<file path="config.mk">
export PLATFORM = sky130hd
export DESIGN_NAME = trdb_word_buffer
export DESIGN_NICKNAME = d
export VERILOG_FILES = /design/src/rtl/trdb_pkg.sv /design/src/rtl/trdb_word_fifo_mem.sv /design/src/rtl/trdb_word_buffer.sv
export SDC_FILE = /design/constraint.sdc
export NUM_CORES = 1
export LEC_CHECK = 0
export ABC_AREA = 1
export ABC_CLOCK_PERIOD_IN_PS = 6000
export CORE_UTILIZATION = 68
export CTS_BUF_LIST = sky130_fd_sc_hd__clkbuf_8
export CTS_CLUSTER_DIAMETER = 80
export DETAILED_ROUTE_END_ITERATION = 12
export PLACE_DENSITY = 0.88
export SLEW_MARGIN = 10
export SYNTH_ARGS = -nofsm -noshare
export SYNTH_HDL_FRONTEND = slang
export SYNTH_SLANG_ARGS = --single-unit
</file>
<file path="constraint.sdc">
create_clock -name clk_i -period 6 [get_ports clk_i]
set_input_delay 0.9 -clock clk_i [delete_from_list [all_inputs] [get_ports clk_i]]
set_output_delay 0.9 -clock clk_i [all_outputs]
set_load 0.02 [all_outputs]
</file>
<file path="src/rtl/trdb_pkg.sv">
// Shared trace-debug types and constants for the word buffer.
package trdb_pkg;

  localparam int         TRDB_WORD_LEN = 32;
  // Header tag carried in bits [6:5] of every WORD0 word.
  localparam logic [1:0] TRDB_HDR_TAG  = 2'b01;

  typedef enum logic {
    WB_RUN  = 1'b0,
    WB_DROP = 1'b1
  } trdb_wb_state_e;

  typedef enum logic {
    PH_WORD0 = 1'b0,
    PH_WORD1 = 1'b1
  } trdb_word_phase_e;

endpackage

</file>
<file path="src/rtl/trdb_word_fifo_mem.sv">
// DEPTH x 32 register array: one synchronous write port and one
// combinational read port, so the head word is visible without latency.
module trdb_word_fifo_mem
  import trdb_pkg::*;
#(
  parameter int DEPTH = 16,
  parameter int AW    = $clog2(DEPTH)
) (
  input  logic                     clk_i,
  input  logic                     we_i,
  input  logic [AW-1:0]            waddr_i,
  input  logic [TRDB_WORD_LEN-1:0] wdata_i,
  input  logic [AW-1:0]            raddr_i,
  output logic [TRDB_WORD_LEN-1:0] rdata_o
);

  logic [TRDB_WORD_LEN-1:0] mem_q [DEPTH];

  // Storage write; contents need no reset because fill gates visibility.
  always_ff @(posedge clk_i) begin
    if (we_i) mem_q[waddr_i] <= wdata_i;
  end

  assign rdata_o = mem_q[raddr_i];

endmodule

</file>
<file path="src/rtl/trdb_word_buffer.sv">
// Trace word buffer: absorbs one word per cycle from the aligner (no
// backpressure), drains over valid/ready, and on overflow drops words
// until it can resynchronise on a WORD0 header with room for a full pair.
// Optional macro TRDB_WORD_BUFFER_WATERMARK_EN enables the watermark irq_o.
//
// Handshake: the head word transfers on every cycle where valid_o && ready_i;
// valid_o never depends on ready_i and data_o holds while valid_o && !ready_i.
module trdb_word_buffer
  import trdb_pkg::*;
#(
  parameter int DEPTH     = 16,
  parameter int WATERMARK = 12
) (
  input  logic                       clk_i,
  input  logic                       rst_i,
  input  logic [TRDB_WORD_LEN-1:0]   data_i,
  input  logic                       valid_i,
  input  logic                       flush_i,
  output logic [TRDB_WORD_LEN-1:0]   data_o,
  output logic                       valid_o,
  input  logic                       ready_i,
  output logic [$clog2(DEPTH):0]     fill_o,
  output logic                       overflow_o,
  output logic [15:0]                drop_cnt_o,
  output logic                       irq_o
);

  localparam int             AW      = $clog2(DEPTH);
  localparam int             FW      = AW + 1;
  localparam logic [FW-1:0]  DEPTH_F = FW'(DEPTH);

  trdb_wb_state_e           state_q, state_d;
  trdb_word_phase_e         phase_q;
  logic [AW-1:0]            wr_ptr_q, rd_ptr_q;
  logic [FW-1:0]            fill_q, fill_d, free_w;
  logic                     overflow_q;
  logic [15:0]              drop_cnt_q;
  logic                     push, pop, drop, full, empty;
  logic [TRDB_WORD_LEN-1:0] rdata;

  trdb_word_fifo_mem #(.DEPTH(DEPTH), .AW(AW)) u_mem (
    .clk_i   (clk_i),
    .we_i    (push),
    .waddr_i (wr_ptr_q),
    .wdata_i (data_i),
    .raddr_i (rd_ptr_q),
    .rdata_o (rdata)
  );

  assign empty = (fill_q == '0);
  assign full  = (fill_q == DEPTH_F);

  // Push/pop/drop decision and next state; flush suppresses all traffic.
  always_comb begin
    pop     = !empty && ready_i && !flush_i;
    free_w  = DEPTH_F - fill_q + FW'(pop);
    push    = 1'b0;
    drop    = 1'b0;
    state_d = state_q;
    if (!flush_i && valid_i) begin
      case (state_q)
        WB_RUN: begin
          if (!full || pop) begin
            push = 1'b1;
          end else begin
            drop    = 1'b1;
            state_d = WB_DROP;
          end
        end
        WB_DROP: begin
          // Only restart on a header word with room for its payload too.
          if (phase_q == PH_WORD0 && free_w >= FW'(2)) begin
            push    = 1'b1;
            state_d = WB_RUN;
          end else begin
            drop = 1'b1;
          end
        end
        default: state_d = WB_RUN;
      endcase
    end
    fill_d = fill_q + FW'(push) - FW'(pop);
  end

  // FSM, pointers, occupancy, phase tracker and drop accounting.
  always_ff @(posedge clk_i) begin
    if (rst_i || flush_i) begin
      state_q    <= WB_RUN;
      phase_q    <= PH_WORD0;
      wr_ptr_q   <= '0;
      rd_ptr_q   <= '0;
      fill_q     <= '0;
      overflow_q <= 1'b0;
      drop_cnt_q <= '0;
    end else begin
      state_q <= state_d;
      fill_q  <= fill_d;
      if (valid_i) phase_q <= (phase_q == PH_WORD0) ? PH_WORD1 : PH_WORD0;
      if (push) wr_ptr_q <= wr_ptr_q + 1'b1;
      if (pop)  rd_ptr_q <= rd_ptr_q + 1'b1;
      if (drop) begin
        overflow_q <= 1'b1;
        if (drop_cnt_q != 16'hFFFF) drop_cnt_q <= drop_cnt_q + 16'd1;
      end
    end
  end

  assign valid_o    = !empty;
  assign data_o     = empty ? '0 : rdata;
  assign fill_o     = fill_q;
  assign overflow_o = overflow_q;
  assign drop_cnt_o = drop_cnt_q;

`ifdef TRDB_WORD_BUFFER_WATERMARK_EN
  logic irq_q;

  // Watermark interrupt tracks the next-cycle fill level.
  always_ff @(posedge clk_i) begin
    if (rst_i || flush_i) irq_q <= 1'b0;
    else                  irq_q <= (fill_d >= FW'(WATERMARK));
  end

  assign irq_o = irq_q;
`else
  logic unused_watermark;
  assign unused_watermark = ^WATERMARK;
  assign irq_o = 1'b0;
`endif

endmodule

</file>
; ---- Word level (Yosys, flattened, before mapping)
; Memories as Yosys holds them, arrays and structs flattened. A register that Yosys moved wholly into a read port is not among the register bits.
; Cells that the tools add are included.
; W data, S select, Z words.
[totals]
ff_bits = 32
latchBits = 0
ramBits = 512
rom_bits = 0
input_bits = 37
output_inout_bits = 56
wordCells = 45
n_memories = 1
[classes]
n_addsub = 7
n_mul = 0
n_div = 0
order_cmp = 1
eq_ne = 2
n_shift = 0
muxes = 14
bitwise_logic = 2
reduce_logical = 11
[mem_list]
columns = name, words, word_bits, rd, rd_ports_with_merged_regs, write_ports, line_no
row1 = u_mem.mem_q, 16, 32, 1, 1, 1, trdb_word_fifo_mem.sv:17  ; logic [TRDB_WORD_LEN-1:0] mem_q [DEPTH];
[ops]
columns = cell, count
row1 = $mux W32, 1
row2 = $add A16 B1 Y16 const B, 1
row3 = $ne A16 B16 Y1 const B, 1
row4 = $add A5 B1 Y5, 2
row5 = $mux W1, 9
row6 = $add A4 B1 Y4 const B, 2
row7 = $mux W4, 2
row8 = $eq A5 B5 Y1 const B, 1
row9 = $ge A5 B2 Y1 const B, 1
row10 = $logic_not A5 Y1, 1
row11 = $sub A5 B1 Y5, 1
row12 = $sub A5 B5 Y5 const A, 1
row13 = $logic_and A1 B1 Y1, 4
row14 = $pmux W1 S2, 2
row15 = $logic_not A1 Y1, 3
row16 = $logic_or A1 B1 Y1, 2
row17 = $not A1 Y1, 2
row18 = $reduce_and A2 Y1, 1

; ---- Longest topological paths before layout
[logic_depth]
ltp_word = 12
depth_mapped = 25
mapped_depth_nobuf = 25

; ---- Cells and area by module
; Synthesis repeated with hierarchy kept, for this count alone.
[hier_totals]
cells_unflattened = 2430
area_unflattened_um2 = 24290.8
[modules_own_cells]
columns = module, instances, cells_per_inst, area_per_inst_um2, seq_area_each_um2
row1 = trdb_word_fifo_mem, 1, 2090, 22091.2, 15374.7
row2 = trdb_word_buffer, 1, 340, 2199.6, 640.6

; ---- Least setup slack after synthesis
; Ideal clock, no wire load.
[synth_path]
kind = register to register
start = register fill_q[2] (netlist: fill_o[2])
end = memory u_mem.mem_q[0][0] (enable)
setup_time_ns = 0.421
arrival_ns = 3.842
t_required_ns = 5.579
path_slack_ns = 1.737
stages_incl_launch_ff = 20
path_buffers = 0
period_less_slack_ns = 4.263
path_cell_list = dfxtp_1 -> inv_1 -> ha_1 -> nand2_1 -> nor2_2 -> nand2_2 -> nand3_4 -> ha_1 -> inv_1 -> ha_1 -> nand2_1 -> nand2_1 -> nor2_1 -> nand3_1 -> nand2_1 -> nand2_1 -> nand3_2 -> inv_2 -> nand2_1 -> nor2_1
[synth_between]
elab_chain_cells = 12
elab_cells_between_ends = 17
classes_between = 2 x add/sub / 1 x order compare / 1 x eq/ne / 6 x mux / 7 x reduce/logical
[synth_lines]
columns = element, line_no
row1 = from (decl), trdb_word_buffer.sv:35  ; logic [FW-1:0] fill_q, fill_d, free_w;
row2 = from (signal assigned), trdb_word_buffer.sv:97  ; fill_q <= fill_d;
row3 = $logic_not A5 Y1 (*), trdb_word_buffer.sv:50  ; assign empty = (fill_q == '0);
row4 = $logic_not A1 Y1 (*), n/a
row5 = named net valid_o, trdb_word_buffer.sv:20  ; output logic valid_o,
row6 = $logic_and A1 B1 Y1 (*) (2 in series), trdb_word_buffer.sv:55  ; pop = !empty && ready_i && !flush_i;
row7 = $add A5 B1 Y5, trdb_word_buffer.sv:56  ; free_w = DEPTH_F - fill_q + FW'(pop);
row8 = $ge A5 B2 Y1, trdb_word_buffer.sv:72  ; if (phase_q == PH_WORD0 && free_w >= FW'(2)) begin
row9 = $logic_and A1 B1 Y1, trdb_word_buffer.sv:72
row10 = $mux W1, trdb_word_buffer.sv:72
row11 = $pmux W1 S2 (*), trdb_word_buffer.sv:61  ; case (state_q)
row12 = $mux W1 (*), trdb_word_buffer.sv:60  ; if (!flush_i && valid_i) begin
row13 = $mux W1 (*), trdb_word_fifo_mem.sv:21  ; if (we_i) mem_q[waddr_i] <= wdata_i;
row14 = $mux W1 (implied by the code) (*), trdb_word_fifo_mem.sv:21
row15 = to (decl), trdb_word_fifo_mem.sv:17
; Mark *: on every way through the listed nets, which the timed path passes. The rest lies on a longest branch.

==> impl_metrics.env <==
export IMPL_hold_violations=0
export IMPL_grt_max_degree=124
export IMPL_endpoint_kind="output pin"
export IMPL_yosys_warnings=0
export IMPL_fin_tns_setup_ns=0
export IMPL_tightest_slew_ns=1.25
export IMPL_wirelength_mm=54.5
export IMPL_whs_path_depth=2
export IMPL_finalSetupViolCount=0
export IMPL_final_antenna_net_count=0
export IMPL_cts_root_buf="clkbuf_8"
export IMPL_final_common_cell="edfxtp_1"
export IMPL_grt_pass1_wl_mm=81.5
export IMPL_ys_ff_latch=548
export IMPL_numCtsBuffers=84
export IMPL_fp_dieW_um=182
export IMPL_worstRegToRegCells=19
export IMPL_ioPinCount=93
export IMPL_synth_compound_area_share_pct=12.9
export IMPL_track_usage_pct=32.9
export IMPL_r2r_end="u_mem.mem_q[9][29]"
export IMPL_r2r_start="fill_o[2]"
export IMPL_clock_latency_ns=0.63
export IMPL_p_leak_nw=8.21
export IMPL_yosysUniqueCellTypes=37
export IMPL_min_to="overflow_o"
export IMPL_drive_gt1_share_pct=9.62
export IMPL_diodes=0
export IMPL_rsz0062_at_grt="false"
export IMPL_clk_path_buf_depth=3
export IMPL_outcome="completed"
export IMPL_synthCells=1707
export IMPL_syn_area_per_cell_sq_um=12.9
export IMPL_clk_pin_slew_ns=0.06
export IMPL_ir_worst_vdd_v=0.000289
export IMPL_slew_viol_final=0
export IMPL_cts_resized=0
export IMPL_dieHeight_um=182
export IMPL_hp_class="reg2reg"
export IMPL_synth_nets=1760
export IMPL_holdBufCountCts=0
export IMPL_max_clock_freq_mhz=199
export IMPL_rrSetupSlack_ns=1.81
export IMPL_vias=15000
export IMPL_dieArea_sq_um=33100
export IMPL_hold_start="overflow_o"
export IMPL_slew_headroom_pct=16.3
export IMPL_drv_cap=0
export IMPL_layout_min_cycle_time_ns=5.03
export IMPL_cp_start_kind="register"
export IMPL_finalNonFillerCells=2252
export IMPL_gp_congestion=0.842
export IMPL_start_util_pct=69.4
export IMPL_area_delta_synth_final_pct=12.6
export IMPL_total_power_w=0.00760
export IMPL_place_port_buffers=91
export IMPL_coreArea_sq_um=31700
export IMPL_cts_tree="yes"
export IMPL_grt_pass1_vias=14900
export IMPL_required_ns=5.10
export IMPL_skew_ns=0.0209
export IMPL_row_count=65
export IMPL_cts_sinks=548
export IMPL_worstPathMaxFanout=68
export IMPL_fillCellCount=1762
export IMPL_synth_top_family_by_area="compound AO/OA/AOI/OAI gates"
export IMPL_path_class="reg2out"
export IMPL_drc=0
export IMPL_nets=1839
export IMPL_synth_mux_area_share_pct=0
export IMPL_synth_simple_area_share_pct=9.28
export IMPL_post_drt_wl_per_cell_um=24.2
export IMPL_firstDrtPassIters=7
export IMPL_synthAdderAreaFrac_pct=0.943
export IMPL_worstPathArrival_ns=4.13
export IMPL_overflow=0
export IMPL_powerDensity_nw_per_um2=306
export IMPL_seq_area_sq_um=16100
export IMPL_cts_setup_buffers=0
export IMPL_viasPerCell=6.68
export IMPL_multi_input_area_sq_um=5330
export IMPL_fin_crit_sh_pct=83.8
export IMPL_synth_area_sq_um=22000
export IMPL_ys_seq_area_share_pct=73.1
export IMPL_antenna_found_initial=0
export IMPL_dr_first_iter_drc_count=1907
export IMPL_synth_xor_area_share_pct=0.517
export IMPL_dp_cells=2101
export IMPL_cts_max_level=3
export IMPL_final_cell_mix="512 x edfxtp_1, 282 x nor2_1, 260 x o21ai_0, 95 x o221ai_1, 91 x clkdlybuf4s50_1"
export IMPL_dp_hpwl_mm=30.3
-- how the worst max path moves through the flow --
stage / startpoint / slack, ns / end / cells after the start
2_1_floorplan: fill_o[2] / 1.74 / u_mem.mem_q[0][0] / 19
3_3_place_gp: flush_i / 1.60 / u_mem.mem_q[14][20] / 16
3_5_place_dp: flush_i / 1.44 / u_mem.mem_q[0][20] / 16
4_1_cts: register / 1.03 / data_o[26] / 7
5_1_grt: register / 0.78 / data_o[26] / 7
6_report: register / 0.97 / data_o[8] / 7
-- synth_stat cells --
cell type / count / area (sq um)
clkbuf_2: 1 / 5.00
conb_1: 1 / 3.75
inv_2: 4 / 15.0
and2_1: 1 / 6.26
nand2_2: 10 / 62.6
o22ai_1: 18 / 113
nand2_1: 76 / 285
nor2_1: 298 / 1120
xnor2_1: 4 / 35.0
clkbuf_1: 65 / 244
o211ai_1: 4 / 30.0
nor2_4: 3 / 33.8
buf_2: 37 / 185
buf_12: 1 / 20.0
nand3_2: 1 / 10.0
or2_2: 1 / 6.26
nor2_2: 1 / 6.26
inv_1: 50 / 188
buf_4: 4 / 30.0
nor3_1: 3 / 15.0
xor2_1: 9 / 78.8
o221ai_1: 95 / 832
nand3_4: 2 / 35.0
nand2_4: 3 / 33.8
nand3_1: 59 / 295
fa_1: 1 / 20.0
o21ai_1: 18 / 90.1
o21ai_0: 260 / 1300
nor4_2: 1 / 12.5
dfxtp_1: 36 / 721
buf_1: 6 / 22.5
a21oi_1: 80 / 400
edfxtp_1: 512 / 15400
nor3_4: 1 / 16.3
ha_1: 15 / 188
nand4_1: 17 / 106
a21oi_2: 9 / 78.8
-- final cells by class --
type                    instances  share of cell area [%]
clock buffers                  90                    5.00
multi-input cells             991                    21.5
clock inverters                60                    1.34
repair buffers                107                    4.34
well taps                     402                    2.03
flip-flops and latches        548                    64.9
inverters                      54                   0.843
-- worst max-delay path: stages (launching register included) --
cell and delay, ns:
dfxtp_4 0.75, clkinv_2 0.96, buf_4 0.52, o21ai_0 0.13, o221ai_1 0.20, nand3_1 0.22, a21oi_1 0.09, clkdlybuf4s50_1 0.56
-- logic make-up (layout without fill, tap and decap cells) --
| family | count (synthesis) | after routing |
|---|---|---|
| adder cells (fa/ha/maj) | 16 | 16 |
| AO/OA/AOI/OAI | 484 | 484 |
| buffers and inverters | 168 | 311 |
| other | 1 | 1 |
| XOR/XNOR | 13 | 13 |
| flip-flops | 548 | 548 |
| AND/OR/NAND/NOR | 477 | 477 |
-- layer usage --
metal | vias up | global-route usage (%) | wire [um]
met1 | 7296 | 41.2 | 19800
met5 | - | 0 | 0
met3 | 196 | 5.40 | 4910
li1 | 6518 | - | -
met4 | 0 | 18.7 | 2660
met2 | 1027 | 55.1 | 27100
-- power breakdown --
| part | switching, W | leakage (nW) | internal (W) |
|---|---|---|---|
| combinational | 0.000324 | 2.37 | 0.000159 |
| sequential | 0.0000115 | 4.90 | 0.00420 |
| clock | 0.00139 | 0.929 | 0.00151 |
| total | 0.00173 | 8.21 | 0.00587 |
-- state kept, by name, summed over array words and instances, names as in the netlist, named ones only --
signal and flops:
phase_q 1, state_q 1, u_mem.mem_q 512, wr_ptr_q 4, fill_o 5, rd_ptr_q 4
drop_cnt_o 16, overflow_o 1
-- stage by stage --
stage	hold slack [ns]	util, %	setup WS, ns	cell area [sq um]
after floorplan	0.435	-	1.74	22000
after global placement	0.453	73.1	1.60	23200
after detailed placement	0.454	73.1	1.44	23200
after CTS	0.477	78.1	1.03	24800
after global routing	0.513	78.2	0.780	24800
final	0.478	78.2	0.969	24800
(Power assumes the default switching activity.)
